[config.mk]
export PLATFORM = sky130hd
export DESIGN_NAME = serial_tx_rtl
export DESIGN_NICKNAME = d
export VERILOG_FILES = /design/src/rtl/serial_tx_rtl.sv
export SDC_FILE = /design/constraint.sdc
export NUM_CORES = 1
export LEC_CHECK = 0
export BUFFER_PORTS_ARGS = -buffer_cell sky130_fd_sc_hd__buf_4
export CAP_MARGIN = 30
export CORE_MARGIN = 1
export CORE_UTILIZATION = 59
export DETAILED_ROUTE_END_ITERATION = 12
export PLACE_DENSITY_LB_ADDON = 0.05
export SETUP_SLACK_MARGIN = 0.4
export SLEW_MARGIN = 20
export SYNTH_ARGS = -nofsm -noshare
export SYNTH_HDL_FRONTEND = slang
export SYNTH_SLANG_ARGS = --single-unit
[constraint.sdc]
create_clock -name clk -period 4.45 [get_ports clk]
set_input_delay 0.6675 -clock clk [delete_from_list [all_inputs] [get_ports clk]]
set_output_delay 0.6675 -clock clk [all_outputs]
set_load 0.01 [all_outputs]
[src/rtl/serial_tx_rtl.sv]
// Serial transmitter: 1 start bit (0), 8 data bits LSB first, 1 stop bit (1),
// each bit held for CLKS_PER_BIT clocks. Single-byte valid/ready input.
module serial_tx_rtl #(
  parameter int CLKS_PER_BIT = 4
) (
  input  logic       clk,
  input  logic       rst,
  input  logic       in_val,
  output logic       in_rdy,
  input  logic [7:0] in_data,
  output logic       tx_out,
  output logic       busy
);

  localparam int CW_RAW = $clog2(CLKS_PER_BIT + 1);
  localparam int CW     = (CW_RAW < 1) ? 1 : CW_RAW;
  localparam logic [CW-1:0] LAST = CW'(CLKS_PER_BIT - 1);

  typedef enum logic [1:0] {IDLE, START, DATA, STOP} state_t;

  state_t        state;
  logic [CW-1:0] cnt;
  logic [2:0]    idx;
  logic [7:0]    shreg;
  logic          bit_end;

  assign bit_end = (cnt == LAST);
  assign in_rdy  = (state == IDLE);
  assign busy    = (state != IDLE);

  // tx_out is loaded on the edge that enters each bit period, so the line
  // level always lines up with the state that owns it.
  always_ff @(posedge clk) begin
    if (rst) begin
      state  <= IDLE;
      tx_out <= 1'b1;
      cnt    <= '0;
      idx    <= '0;
      shreg  <= '0;
    end else begin
      case (state)
        IDLE: begin
          tx_out <= 1'b1;
          if (in_val) begin
            state  <= START;
            shreg  <= in_data;
            cnt    <= '0;
            idx    <= '0;
            tx_out <= 1'b0;
          end
        end
        START: begin
          if (bit_end) begin
            cnt    <= '0;
            state  <= DATA;
            tx_out <= shreg[0];
          end else begin
            cnt <= cnt + CW'(1);
          end
        end
        DATA: begin
          if (bit_end) begin
            cnt   <= '0;
            shreg <= {1'b0, shreg[7:1]};
            if (idx == 3'd7) begin
              idx    <= '0;
              state  <= STOP;
              tx_out <= 1'b1;
            end else begin
              idx    <= idx + 3'd1;
              tx_out <= shreg[1];
            end
          end else begin
            cnt <= cnt + CW'(1);
          end
        end
        STOP: begin
          if (bit_end) begin
            cnt    <= '0;
            state  <= IDLE;
            tx_out <= 1'b1;
          end else begin
            cnt <= cnt + CW'(1);
          end
        end
        default: begin
          state  <= IDLE;
          tx_out <= 1'b1;
        end
      endcase
    end
  end

endmodule

==> flow_summary_export.csv <==
group,metric,value,unit
detailed_routing,drtPass1Iterations,4,
layout,final_util,71.7,%
status,status,"complete, no violations",
worst_hold_path,holdCritPathClass,"flip-flop to flip-flop",
cts,cts_tree,"built",
detailed_routing,wl_per_cell,14.8,µm
synth,synthAdderAreaFrac,10.2,%
critical_path,end_kind,"flip-flop",
global_route,globalRouteOverflowTotal,0,
detailed_routing,vias,778,
sta,final.setup.tns,0,ps
sta,worstMarginPinSlew,556,ps
critical_path,start_kind,"flip-flop",
synth,muxShareOfSynthArea,12.2,%
floorplan,dieArea,1840,µm²
critical_path,critPathKind,"flip-flop to flip-flop",
synth,synthDistinctLibCells,29,
detailed_routing,routed_wirelength,1910,µm
cts,cts.htree.levels,1,
floorplan,die_h,42.9,µm
layout,syn_to_final_growth,12.1,%
floorplan,io_pins,14,
synth,synth-xor-area-share,0,%
synth,ys_top_cells_by_area,"dfxtp_1 (35%), a211oi_1 (12%), ha_1 (10%)",
cts,clkTransAtPathRegs,100,ps
sta,hold_viol,0,
power,leakagePower,0.454,nW
power,powerDensity,557,nW/µm²
power,peakVddDrop,0.361,mV
global_route,first_global_vias,751,
critical_path,worstReg2RegStart,"state[0]",
synth,synth_top_area_share,34.5,%
placement,place_area,1070,µm²
power,total_power,0.616,mW
cts,cts_num_sinks,17,
synth,synth_area,986,µm²
placement,dp_hpwl,1380,µm
sta,maxSlewViolCount,0,
layout,nNetsFinal,133,
cts,numCtsBuffers,3,
sta,clock.fmax,450,MHz
cts,cts_setup_buffers,0,
worst_hold_path,hold_depth,2,
layout,fill_cells,122,
synth,syn_nets,120,
cts,clkLatencyLatePin,290,ps
critical_path,path_max_fanout,15,
global_route,grt_pass1_wl,3170,µm
worst_hold_path,min_to,"shreg[4]",
cts,holdBufCountCts,0,
placement,gp_congestion,0.776,
cts,cts-root-buf,"clkbuf_4",
worst_hold_path,hp-start,"shreg[4]",
critical_path,r2r-end,"idx[0]",
layout,final_area,1100,µm²
sta,grt_setup_unrepaired,"false",
synth,synthCells,101,
detailed_routing,remaining_drc_errors,0,
synth,synth.ff_latch_count,17,
global_route,grt_max_degree,23,
critical_path,cp.required,4640,ps
critical_path,r2r_slack,2230,ps
floorplan,start_util,64.0,%
synth,synth_top_family_by_area,"compound AO/OA/AOI/OAI gates",
synth,synth-compound-area-share,20.6,%
synth,syn-mean-instance-area,9.76,µm²
sta,slew_headroom,62.9,%
floorplan,chipWidth,42.9,µm
layout,n_antenna_cell,0,
sta,fin_crit_sh,50.0,%
detailed_routing,ant_nets,0,
cts,clock_path_buffers,2,
critical_path,reg2reg_depth,5,
synth,yosysTopAreaCell,"dfxtp_1",
global_route,grt_use_total,22.9,%
critical_path,arrival,2410,ps
detailed_routing,drtIter0Drc,8,
synth,yosys_warnings,0,
sta,fin_skew,1.77,ps
sta,fin_crit,2220,ps
floorplan,fp.coreArea,1540,µm²
synth,yosys.area_share.simple,15.5,%
sta,setup_viol,0,
placement,io_buffers,13,
synth,synth-seq-area-share,34.5,%
global_route,antenna_found_initial,0,
floorplan,row_count,14,
cts,cts_resized,0,
layout,drive_gt1_share,24.8,%
detailed_routing,viasPerCell,6.03,
run,maxCapViolations,0,
## synth_stat cells (all sizes together)
master	instances
nand4b	1
nand2b	8
buf	3
o32ai	1
o21ai	2
a211o	1
a2111oi	1
a21o	1
a222oi	1
nand3	1
dfxtp	17
inv	10
or3	1
nand3b	2
or3b	1
mux2i	3
nor2b	3
a211oi	16
and3b	1
ha	8
mux2	8
a21oi	3
nor3b	1
a311o	1
nand2	2
nand4bb	1
clkbuf	3
## power breakdown
| part | total [mW] | switching, mW | internal [mW] |
|---|---|---|---|
| Clock | 0.0834 | 0.0485 | 0.0349 |
| Sequential | 0.220 | 0.0246 | 0.196 |
| Combinational | 0.312 | 0.162 | 0.150 |
| Total | 0.616 | 0.236 | 0.380 |
## area by class of cell
cell class / instances / area [µm²] / share of cell area, %
Clock buffer: 4 / 26.3 / 2.38
Inverter: 10 / 37.5 / 3.40
Multi-Input combinational cell: 68 / 576 / 52.1
Sequential cell: 17 / 340 / 30.8
Tap cell: 16 / 20.0 / 1.81
Timing Repair Buffer: 14 / 105 / 9.51
## metrics by stage
step / setup slack (ps) / cells / hold WS [ps]
after floorplan: 2740 / 101 / 430
after global placement: 2380 / 124 / 442
after detailed placement: 2260 / 124 / 446
after CTS: 2240 / 128 / 464
after global routing: 2080 / 129 / 488
final: 2230 / 129 / 463
## worst max-delay path, stage by stage (launching register included)
cell and delay [ps]:
dfxtp_1 340, inv_1 120, ha_1 530, nand3b_1 400, a21oi_2 360, mux2_2 360
## flip-flops by register name, indices dropped and copies added, names as in the netlist
signal  flops
shreg       8
tx_out      1
idx         3
cnt         3
state       2
## cells in the final DEF (no fill, tap or decap)
cell type and n:
dfxtp_1 17, a211oi_1 16, buf_4 14, inv_1 10
nand2b_1 8, mux2_2 8, ha_1 8, nor2b_1 3
mux2i_1 3, clkbuf_4 3, nand3b_1 2, o21ai_0 2
nand2_1 2, a21oi_1 2, or3_4 1, a211o_1 1
a21oi_2 1, and3b_1 1, nand3_1 1, o32ai_1 1
nor3b_1 1, a21o_1 1, or3b_2 1, a2111oi_0 1
nand4b_1 1, nand4bb_1 1, a222oi_1 1, a311o_1 1
clkbuf_1 1
## layer usage
layer	vias up	track usage (%)	part of all wire (%)
li1	392	-	-
met1	372	26.8	45
met2	10	38.8	51
met3	4	3.83	2.2
met4	0	13.1	1.3
met5	-	0	0
## worst max-delay path by stage
stage	end	slack, ps	depth (start not counted)	start
finish	idx[0]	2230	5	state[0]
global route	idx[0]	2080	5	state[0]
CTS	idx[0]	2240	5	state[0]
detailed placement	idx[0]	2260	5	state[0]
global placement	idx[0]	2380	5	state[0]
floorplan	idx[0]	2740	7	state[0]
## cells by family after synthesis
group           count (synthesis)
compound gates                 27
fa+ha+maj                       8
buf+inv                        16
flops                          17
mux                            11
simple gates                   22
Power figures use the tool's default switching activity.
